File: src/rtl/fetch_sequencer.sv
// Instruction-fetch sequencer: owns the PC, fetches from a combinational instruction memory,
// and buffers {pc, word} in a small FIFO toward decode. `define FETCH_PERF_EN adds perf counters.
module fetch_sequencer #(
  parameter logic [63:0] RESET_PC   = 64'd0,
  parameter int unsigned MEM_BYTES  = 16,
  parameter int unsigned FIFO_DEPTH = 2
) (
  input  logic        clk,
  input  logic        reset,
  output logic [63:0] Inst_Address,
  input  logic [31:0] Instruction,
  input  logic        redirect_valid,
  input  logic [63:0] redirect_pc,
  input  logic        halt,
  output logic        out_valid,
  input  logic        out_ready,
  output logic [31:0] out_instruction,
  output logic [63:0] out_pc,
  output logic        fault,
  output logic [63:0] fault_pc
`ifdef FETCH_PERF_EN
  ,
  output logic [31:0] perf_fetched,
  output logic [31:0] perf_stalled
`endif
);

  localparam int unsigned      PTR_W     = (FIFO_DEPTH > 1) ? $clog2(FIFO_DEPTH) : 1;
  localparam int unsigned      CNT_W     = $clog2(FIFO_DEPTH + 1);
  localparam logic [63:0]      LAST_ADDR = 64'(MEM_BYTES) - 64'd4;
  localparam logic [CNT_W-1:0] DEPTH_C   = CNT_W'(FIFO_DEPTH);

  typedef enum logic [1:0] {
    RUN,
    HALTED,
    FAULT
  } state_t;

  state_t state_q, state_d;

  logic [63:0]      pc_q, pc_d;
  logic [31:0]      instr_mem [FIFO_DEPTH];
  logic [63:0]      pc_mem    [FIFO_DEPTH];
  logic [PTR_W-1:0] wr_ptr_q, rd_ptr_q;
  logic [CNT_W-1:0] count_q;
  logic             fault_q;
  logic [63:0]      fault_pc_q;

  logic pop, can_push, bad_pc;
  logic do_push, do_flush, do_fault, do_fault_clr;

  assign Inst_Address    = pc_q;
  assign out_valid       = (count_q != '0);
  assign out_instruction = instr_mem[rd_ptr_q];
  assign out_pc          = pc_mem[rd_ptr_q];
  assign fault           = fault_q;
  assign fault_pc        = fault_pc_q;

  assign pop      = out_valid & out_ready;
  assign can_push = (count_q < DEPTH_C) | pop;
  assign bad_pc   = (pc_q[1:0] != 2'b00) | (pc_q > LAST_ADDR);

  always_ff @(posedge clk or negedge reset) begin
    if (!reset) state_q <= RUN;
    else        state_q <= state_d;
  end

  always_comb begin
    state_d = state_q;
    unique case (state_q)
      RUN: begin
        if (redirect_valid) state_d = RUN;
        else if (halt)      state_d = HALTED;
        else if (bad_pc)    state_d = FAULT;
      end
      // A redirect while halted still honours halt for the next state.
      HALTED:  if (!halt) state_d = RUN;
      FAULT:   if (redirect_valid) state_d = RUN;
      default: state_d = RUN;
    endcase
  end

  always_comb begin
    do_push      = 1'b0;
    do_flush     = 1'b0;
    do_fault     = 1'b0;
    do_fault_clr = 1'b0;
    pc_d         = pc_q;
    unique case (state_q)
      RUN: begin
        if (redirect_valid) begin
          do_flush = 1'b1;
          pc_d     = redirect_pc;
        end else if (halt) begin
          do_push = 1'b0;
        end else if (bad_pc) begin
          do_fault = 1'b1;
        end else if (can_push) begin
          do_push = 1'b1;
          pc_d    = pc_q + 64'd4;
        end
      end
      HALTED: begin
        if (redirect_valid) begin
          do_flush = 1'b1;
          pc_d     = redirect_pc;
        end
      end
      FAULT: begin
        if (redirect_valid) begin
          do_flush     = 1'b1;
          do_fault_clr = 1'b1;
          pc_d         = redirect_pc;
        end
      end
      default: pc_d = pc_q;
    endcase
  end

  always_ff @(posedge clk or negedge reset) begin
    if (!reset) begin
      pc_q       <= RESET_PC;
      wr_ptr_q   <= '0;
      rd_ptr_q   <= '0;
      count_q    <= '0;
      fault_q    <= 1'b0;
      fault_pc_q <= '0;
      for (int unsigned i = 0; i < FIFO_DEPTH; i++) begin
        instr_mem[i] <= '0;
        pc_mem[i]    <= '0;
      end
    end else begin
      pc_q <= pc_d;
      if (do_fault) begin
        fault_q    <= 1'b1;
        fault_pc_q <= pc_q;
      end else if (do_fault_clr) begin
        fault_q <= 1'b0;
      end
      if (do_push) begin
        instr_mem[wr_ptr_q] <= Instruction;
        pc_mem[wr_ptr_q]    <= pc_q;
      end
      // Flush overrides a same-cycle pop; that entry was still taken by decode.
      if (do_flush) begin
        wr_ptr_q <= '0;
        rd_ptr_q <= '0;
        count_q  <= '0;
      end else begin
        if (do_push) wr_ptr_q <= wr_ptr_q + 1'b1;
        if (pop)     rd_ptr_q <= rd_ptr_q + 1'b1;
        unique case ({do_push, pop})
          2'b10:   count_q <= count_q + CNT_W'(1);
          2'b01:   count_q <= count_q - CNT_W'(1);
          default: count_q <= count_q;
        endcase
      end
    end
  end

`ifdef FETCH_PERF_EN
  logic stalled;
  assign stalled = (state_q == RUN) & ~redirect_valid & ~halt & ~bad_pc & ~can_push;

  always_ff @(posedge clk or negedge reset) begin
    if (!reset) begin
      perf_fetched <= '0;
      perf_stalled <= '0;
    end else begin
      if (do_push && (perf_fetched != '1)) perf_fetched <= perf_fetched + 32'd1;
      if (stalled && (perf_stalled != '1)) perf_stalled <= perf_stalled + 32'd1;
    end
  end
`endif

endmodule

File: config.mk
export PLATFORM = sky130hd
export DESIGN_NAME = fetch_sequencer
export DESIGN_NICKNAME = d
export VERILOG_FILES = /design/src/rtl/fetch_sequencer.sv
export SDC_FILE = /design/constraint.sdc
export NUM_CORES = 1
export LEC_CHECK = 0
export BUFFER_PORTS_ARGS = -buffer_cell sky130_fd_sc_hd__buf_4
export CELL_PAD_IN_SITES_DETAIL_PLACEMENT = 0
export CELL_PAD_IN_SITES_GLOBAL_PLACEMENT = 2
export CORE_MARGIN = 2
export CORE_UTILIZATION = 37
export CTS_BUF_LIST = sky130_fd_sc_hd__clkbuf_8
export CTS_CLUSTER_DIAMETER = 80
export DETAILED_ROUTE_END_ITERATION = 12
export GPL_TIMING_DRIVEN = 0
export PLACE_DENSITY = 0.81
export SYNTH_ARGS = -nofsm -noshare
export SYNTH_HDL_FRONTEND = slang
export SYNTH_SLANG_ARGS = --single-unit
File: constraint.sdc
create_clock -name clk -period 3.4 [get_ports clk]
set_input_delay 0.68 -clock clk [delete_from_list [all_inputs] [get_ports clk]]
set_output_delay 0.68 -clock clk [all_outputs]
set_load 0.005 [all_outputs]
==> run_summary.xml <==
<?xml version="1.0" encoding="UTF-8"?>
<metrics>
  <group name="sta">
    <metric name="clock.fmax" unit="MHz">305</metric>
    <metric name="setup_viol_count_final" unit="">0</metric>
    <metric name="grt_setup_unrepaired" unit="">no</metric>
    <metric name="hold-worst-slack" unit="ns">0.0315</metric>
    <metric name="report.final.hold_viol_count" unit="">0</metric>
    <metric name="max_slew_margin" unit="%">28.3</metric>
    <metric name="period_share" unit="%">96.3</metric>
    <metric name="timing.final.crit_period" unit="ns">3.27</metric>
    <metric name="finClkSkew" unit="ns">0.0283</metric>
    <metric name="slew_violations" unit="">0</metric>
    <metric name="max_slew.worst_pin.slew" unit="ns">1.07</metric>
  </group>
  <group name="worst_setup_path">
    <metric name="timing.critical_path.max_delay_family" unit="">simple AND/OR/NAND/NOR gates</metric>
    <metric name="worst_r2r_path_depth" unit="">6</metric>
    <metric name="cp_data_arrival_time" unit="ns">3.81</metric>
    <metric name="critical_path.reg2reg.endpoint" unit="">fault_pc[35]$_DFFE_PN0P_</metric>
    <metric name="worst-r2r-setup-slack" unit="ns">0.13</metric>
    <metric name="cpPeakStageDelay" unit="ns">0.57</metric>
    <metric name="critical_path_cell_sequence" unit="">nor4_1 -&gt; nand4_1 -&gt; nor4_4 -&gt; nand2b_1 -&gt; buf_2 -&gt; mux2_2</metric>
    <metric name="r2r_start" unit="">Inst_Address[46]$_DFFE_PN0P_</metric>
    <metric name="critical_path.endpoint_type" unit="">register</metric>
    <metric name="path_max_fanout" unit="">10</metric>
    <metric name="critPathSlowestCell" unit="">dfrtp_1</metric>
    <metric name="critical_path.startpoint_type" unit="">register</metric>
    <metric name="cp.required" unit="ns">3.93</metric>
    <metric name="timing_worst_setup_path_type" unit="">register to register</metric>
    <metric name="cp.buffers_inverters" unit="">1</metric>
  </group>
  <group name="synthesis">
    <metric name="area_of_the_mapped_netlist" unit="sq mm">0.0148</metric>
    <metric name="yosys.area.top_type" unit="">dfrtp_1</metric>
    <metric name="synthesis.instances" unit="">1262</metric>
    <metric name="post_synth_main_area_contributors" unit="">dfrtp_1 55%, mux2_2 14%, and2_1 5.6%, mux2_4 3.3%, a21oi_1 2.4%</metric>
    <metric name="dominantRegCellSynth" unit="">dfrtp_1</metric>
    <metric name="flops_latches_synth" unit="">327</metric>
    <metric name="yosys.area.top_type_share" unit="%">55.2</metric>
    <metric name="yosysWarnings" unit="">0</metric>
    <metric name="yosysSeqAreaShare" unit="%">55.2</metric>
    <metric name="synth.avg_cell_area" unit="sq um">11.8</metric>
    <metric name="synthArstFlopShare" unit="%">100</metric>
    <metric name="edff_count_synth" unit="">0</metric>
    <metric name="yosysUniqueCellTypes" unit="">60</metric>
    <metric name="syn_nets" unit="">1368</metric>
  </group>
  <group name="floorplanning">
    <metric name="die_width" unit="microns">204</metric>
    <metric name="core_region_area" unit="sq mm">0.0396</metric>
    <metric name="fp.dieArea" unit="sq mm">0.0417</metric>
    <metric name="initial_core_util" unit="%">37.4</metric>
    <metric name="dieHeight" unit="microns">204</metric>
    <metric name="io_pins" unit="">327</metric>
    <metric name="placementRows" unit="">73</metric>
  </group>
  <group name="routing">
    <metric name="post-route-drc-count" unit="">0</metric>
    <metric name="totalWireLength" unit="microns">51200</metric>
    <metric name="drt_iter0_markers" unit="">823</metric>
    <metric name="route.detailed.wl_per_inst" unit="microns">23.0</metric>
    <metric name="drt-pass1-iter-count" unit="">5</metric>
    <metric name="num_vias" unit="">11900</metric>
    <metric name="antenna_violating_nets_post_route" unit="">0</metric>
    <metric name="vias_per_cell" unit="">5.33</metric>
  </group>
  <group name="global_routing">
    <metric name="globalRouteTotalUtil" unit="%">24.4</metric>
    <metric name="first_global_vias" unit="">12200</metric>
    <metric name="grt-ovfl-total" unit="">0</metric>
    <metric name="grt_max_degree" unit="">95</metric>
    <metric name="grt_pass1_wl" unit="microns">76500</metric>
    <metric name="grt_antenna_before_repair" unit="">4</metric>
  </group>
  <group name="power">
    <metric name="vdd_ir_drop_max" unit="uV">398</metric>
    <metric name="sequentialPowerShare" unit="%">40.9</metric>
    <metric name="comb_power_share" unit="%">32.3</metric>
    <metric name="sw_frac_of_total" unit="%">37.7</metric>
    <metric name="final_total_pwr" unit="uW">14100</metric>
    <metric name="cellLeakagePower" unit="uW">0.00940</metric>
    <metric name="clock_power_share" unit="%">26.8</metric>
    <metric name="intPower" unit="uW">8790</metric>
    <metric name="p_sw" unit="uW">5330</metric>
    <metric name="powerDensity" unit="mW/mm^2">731</metric>
  </group>
  <group name="cells_and_area">
    <metric name="layout_cell_share_with_drive_strength_beyond_1" unit="%">40.9</metric>
    <metric name="nNetsFinal" unit="">1757</metric>
    <metric name="synthToLayoutAreaGrowth" unit="%">30.1</metric>
    <metric name="fillerInstances" unit="">3721</metric>
    <metric name="fin_util" unit="%">48.7</metric>
    <metric name="layout.cells.non_filler" unit="">2227</metric>
  </group>
  <group name="outcome">
    <metric name="run_status" unit="">finished, final reports clean</metric>
  </group>
  <group name="clock_network">
    <metric name="clockRootBuffer" unit="">clkbuf_8</metric>
    <metric name="tritoncts" unit="">done</metric>
    <metric name="clock_insertion_delay_worst_skew" unit="ns">0.66</metric>
    <metric name="cts_hold_repair.buffers" unit="">0</metric>
    <metric name="clock_tree.buffer_depth" unit="">3</metric>
    <metric name="ctsHtreeMaxLevel" unit="">2</metric>
    <metric name="tritoncts_num_sinks" unit="">327</metric>
    <metric name="cts-buffers-inserted" unit="">58</metric>
    <metric name="cts.reportedPaths.clkPinSlew" unit="ns">0.07</metric>
  </group>
  <group name="place">
    <metric name="port_buffers" unit="">326</metric>
    <metric name="place_inst" unit="">2116</metric>
    <metric name="place.gp.congestion" unit="">0.893</metric>
    <metric name="place.detailed.hpwl" unit="microns">36700</metric>
  </group>
  <group name="hold_path">
    <metric name="hold_path_class" unit="">input port to async pin</metric>
  </group>
  <group name="job">
    <metric name="count_of_maximum_capacitance_violations" unit="">0</metric>
  </group>
</metrics>
-- layout make-up --
class / count / area, sq um / share of cell area [%]
timing repair buffer: 331 / 2550 / 13.2
antenna: 4 / 10.0 / 0.0518
clock inverter: 32 / 183 / 0.946
sequential: 327 / 8180 / 42.4
tap: 525 / 657 / 3.40
multi-input combinational: 841 / 6260 / 32.4
clock buffer: 75 / 1030 / 5.35
buffer: 81 / 390 / 2.02
inverter: 11 / 41.3 / 0.214
-- how the worst max path moves through the flow --
stage,cells past startpoint,slack [ns],end,startpoint
floorplan,9,0.86,instr_mem[62]$_DFFE_PN0P_,Inst_Address[38]$_DFFE_PN0P_
global placement,1,-1.48,fault_pc[47]$_DFFE_PN0P_,reset
detailed placement,7,-0.43,Inst_Address[22]$_DFFE_PN0P_,Inst_Address[34]$_DFFE_PN0P_
CTS,5,0.02,out_pc[35],rd_ptr_q$_DFFE_PN0P_
global route,7,0.008,Inst_Address[60]$_DFFE_PN0P_,Inst_Address[3]$_DFFE_PN0P_
finish,6,0.13,fault_pc[35]$_DFFE_PN0P_,Inst_Address[46]$_DFFE_PN0P_
-- metal layers --
layer  vias to the layer above  routed length [microns]  track usage [%]
li1                       5340                        -                -
met1                      5924                    22100             32.9
met2                       492                    23000             37.2
met3                       110                     4160             6.14
met4                         0                     1960             11.1
met5                         -                        0                0
-- cell usage in the layout, fill, tap and decap left out, types with 5 or more instances in the layout --
cell and n:
clkinv_2 10, buf_6 7, and2_1 133, and4_1 5, nor2_1 52, nand4_1 29
o22ai_1 15, or4_1 10, nor4_1 22, and3_1 10, mux2_4 33, or2_2 6
inv_1 29, clkbuf_1 48, mux2_2 187, dfrtp_1 327, clkbuf_8 75, o31ai_1 5
buf_4 327, nand3_1 25, a21oi_1 72, buf_2 14, nand2b_1 6, a311oi_1 8
a211oi_1 7, clkbuf_2 10, nor3_1 13, a31o_2 5, o21ai_0 49, a31oi_1 6
nand2_1 72, ha_1 5
-- power by group through the flow --
stage	clock network (uW)	logic [uW]	registers [uW]
final	3790	4560	5770
after global routing	4090	4950	5870
after CTS	3900	4540	5750
after detailed placement	0	4520	5800
after global placement	0	4490	5780
after floorplan	0	2080	5440
-- sequential cells by signal (all words and copies together) (netlist names) --
signal        count
pc_mem          128
Inst_Address     64
fault_pc         64
instr_mem        64
count_q           2
state_q           2
fault             1
rd_ptr_q          1
wr_ptr_q          1
-- stage by stage --
stage	setup TNS, ns	worst slack [ns]	cell area, sq um
2_1_floorplan	0	0.856	14800
3_3_place_gp	-516.13	-1.48	17900
3_5_place_dp	-33.55	-0.430	18000
4_1_cts	0	0.0189	19300
5_1_grt	0	0.00751	19300
6_report	0	0.125	19300
-- cells by family (layout without fill, tap and decap cells) --
kind of cell	count (synthesis)	count (layout)	share of synthesized area [%]
other cells	0	4	0
flops	327	327	55.2
fa+ha+maj	5	5	0.422
compound gates	207	207	8.62
simple gates	403	403	15.0
mux	225	225	17.9
buf+inv	94	530	2.86
xor+xnor	1	1	0.0591
-- cell usage after synthesis, types with 4 or more instances --
master / instances
dfrtp_1: 327
mux2_2: 187
and2_1: 133
a21oi_1: 72
nand2_1: 72
clkbuf_1: 59
nor2_1: 52
o21ai_0: 49
mux2_4: 33
nand4_1: 29
nand3_1: 25
nor4_1: 25
o22ai_1: 15
buf_2: 14
nor3_1: 14
inv_1: 11
and3_1: 10
or4_1: 10
a311oi_1: 8
a211oi_1: 7
a31oi_1: 7
buf_6: 7
nand2b_1: 6
or2_2: 6
a31o_2: 5
and4_1: 5
ha_1: 5
o31ai_1: 5
a22oi_1: 4
a2bb2oi_1: 4
mux2i_1: 4
nor2b_1: 4
o211ai_1: 4
or3_1: 4
-- timing repair --
| item | in CTS | in global routing |
|---|---|---|
| buffers inserted | 2 | 0 |
| pin swaps | 2 | 0 |
| endpoints found under the setup margin | 209 | 56 |
| gates resized for setup | 10 | 9 |
(Power assumes the default switching activity.)
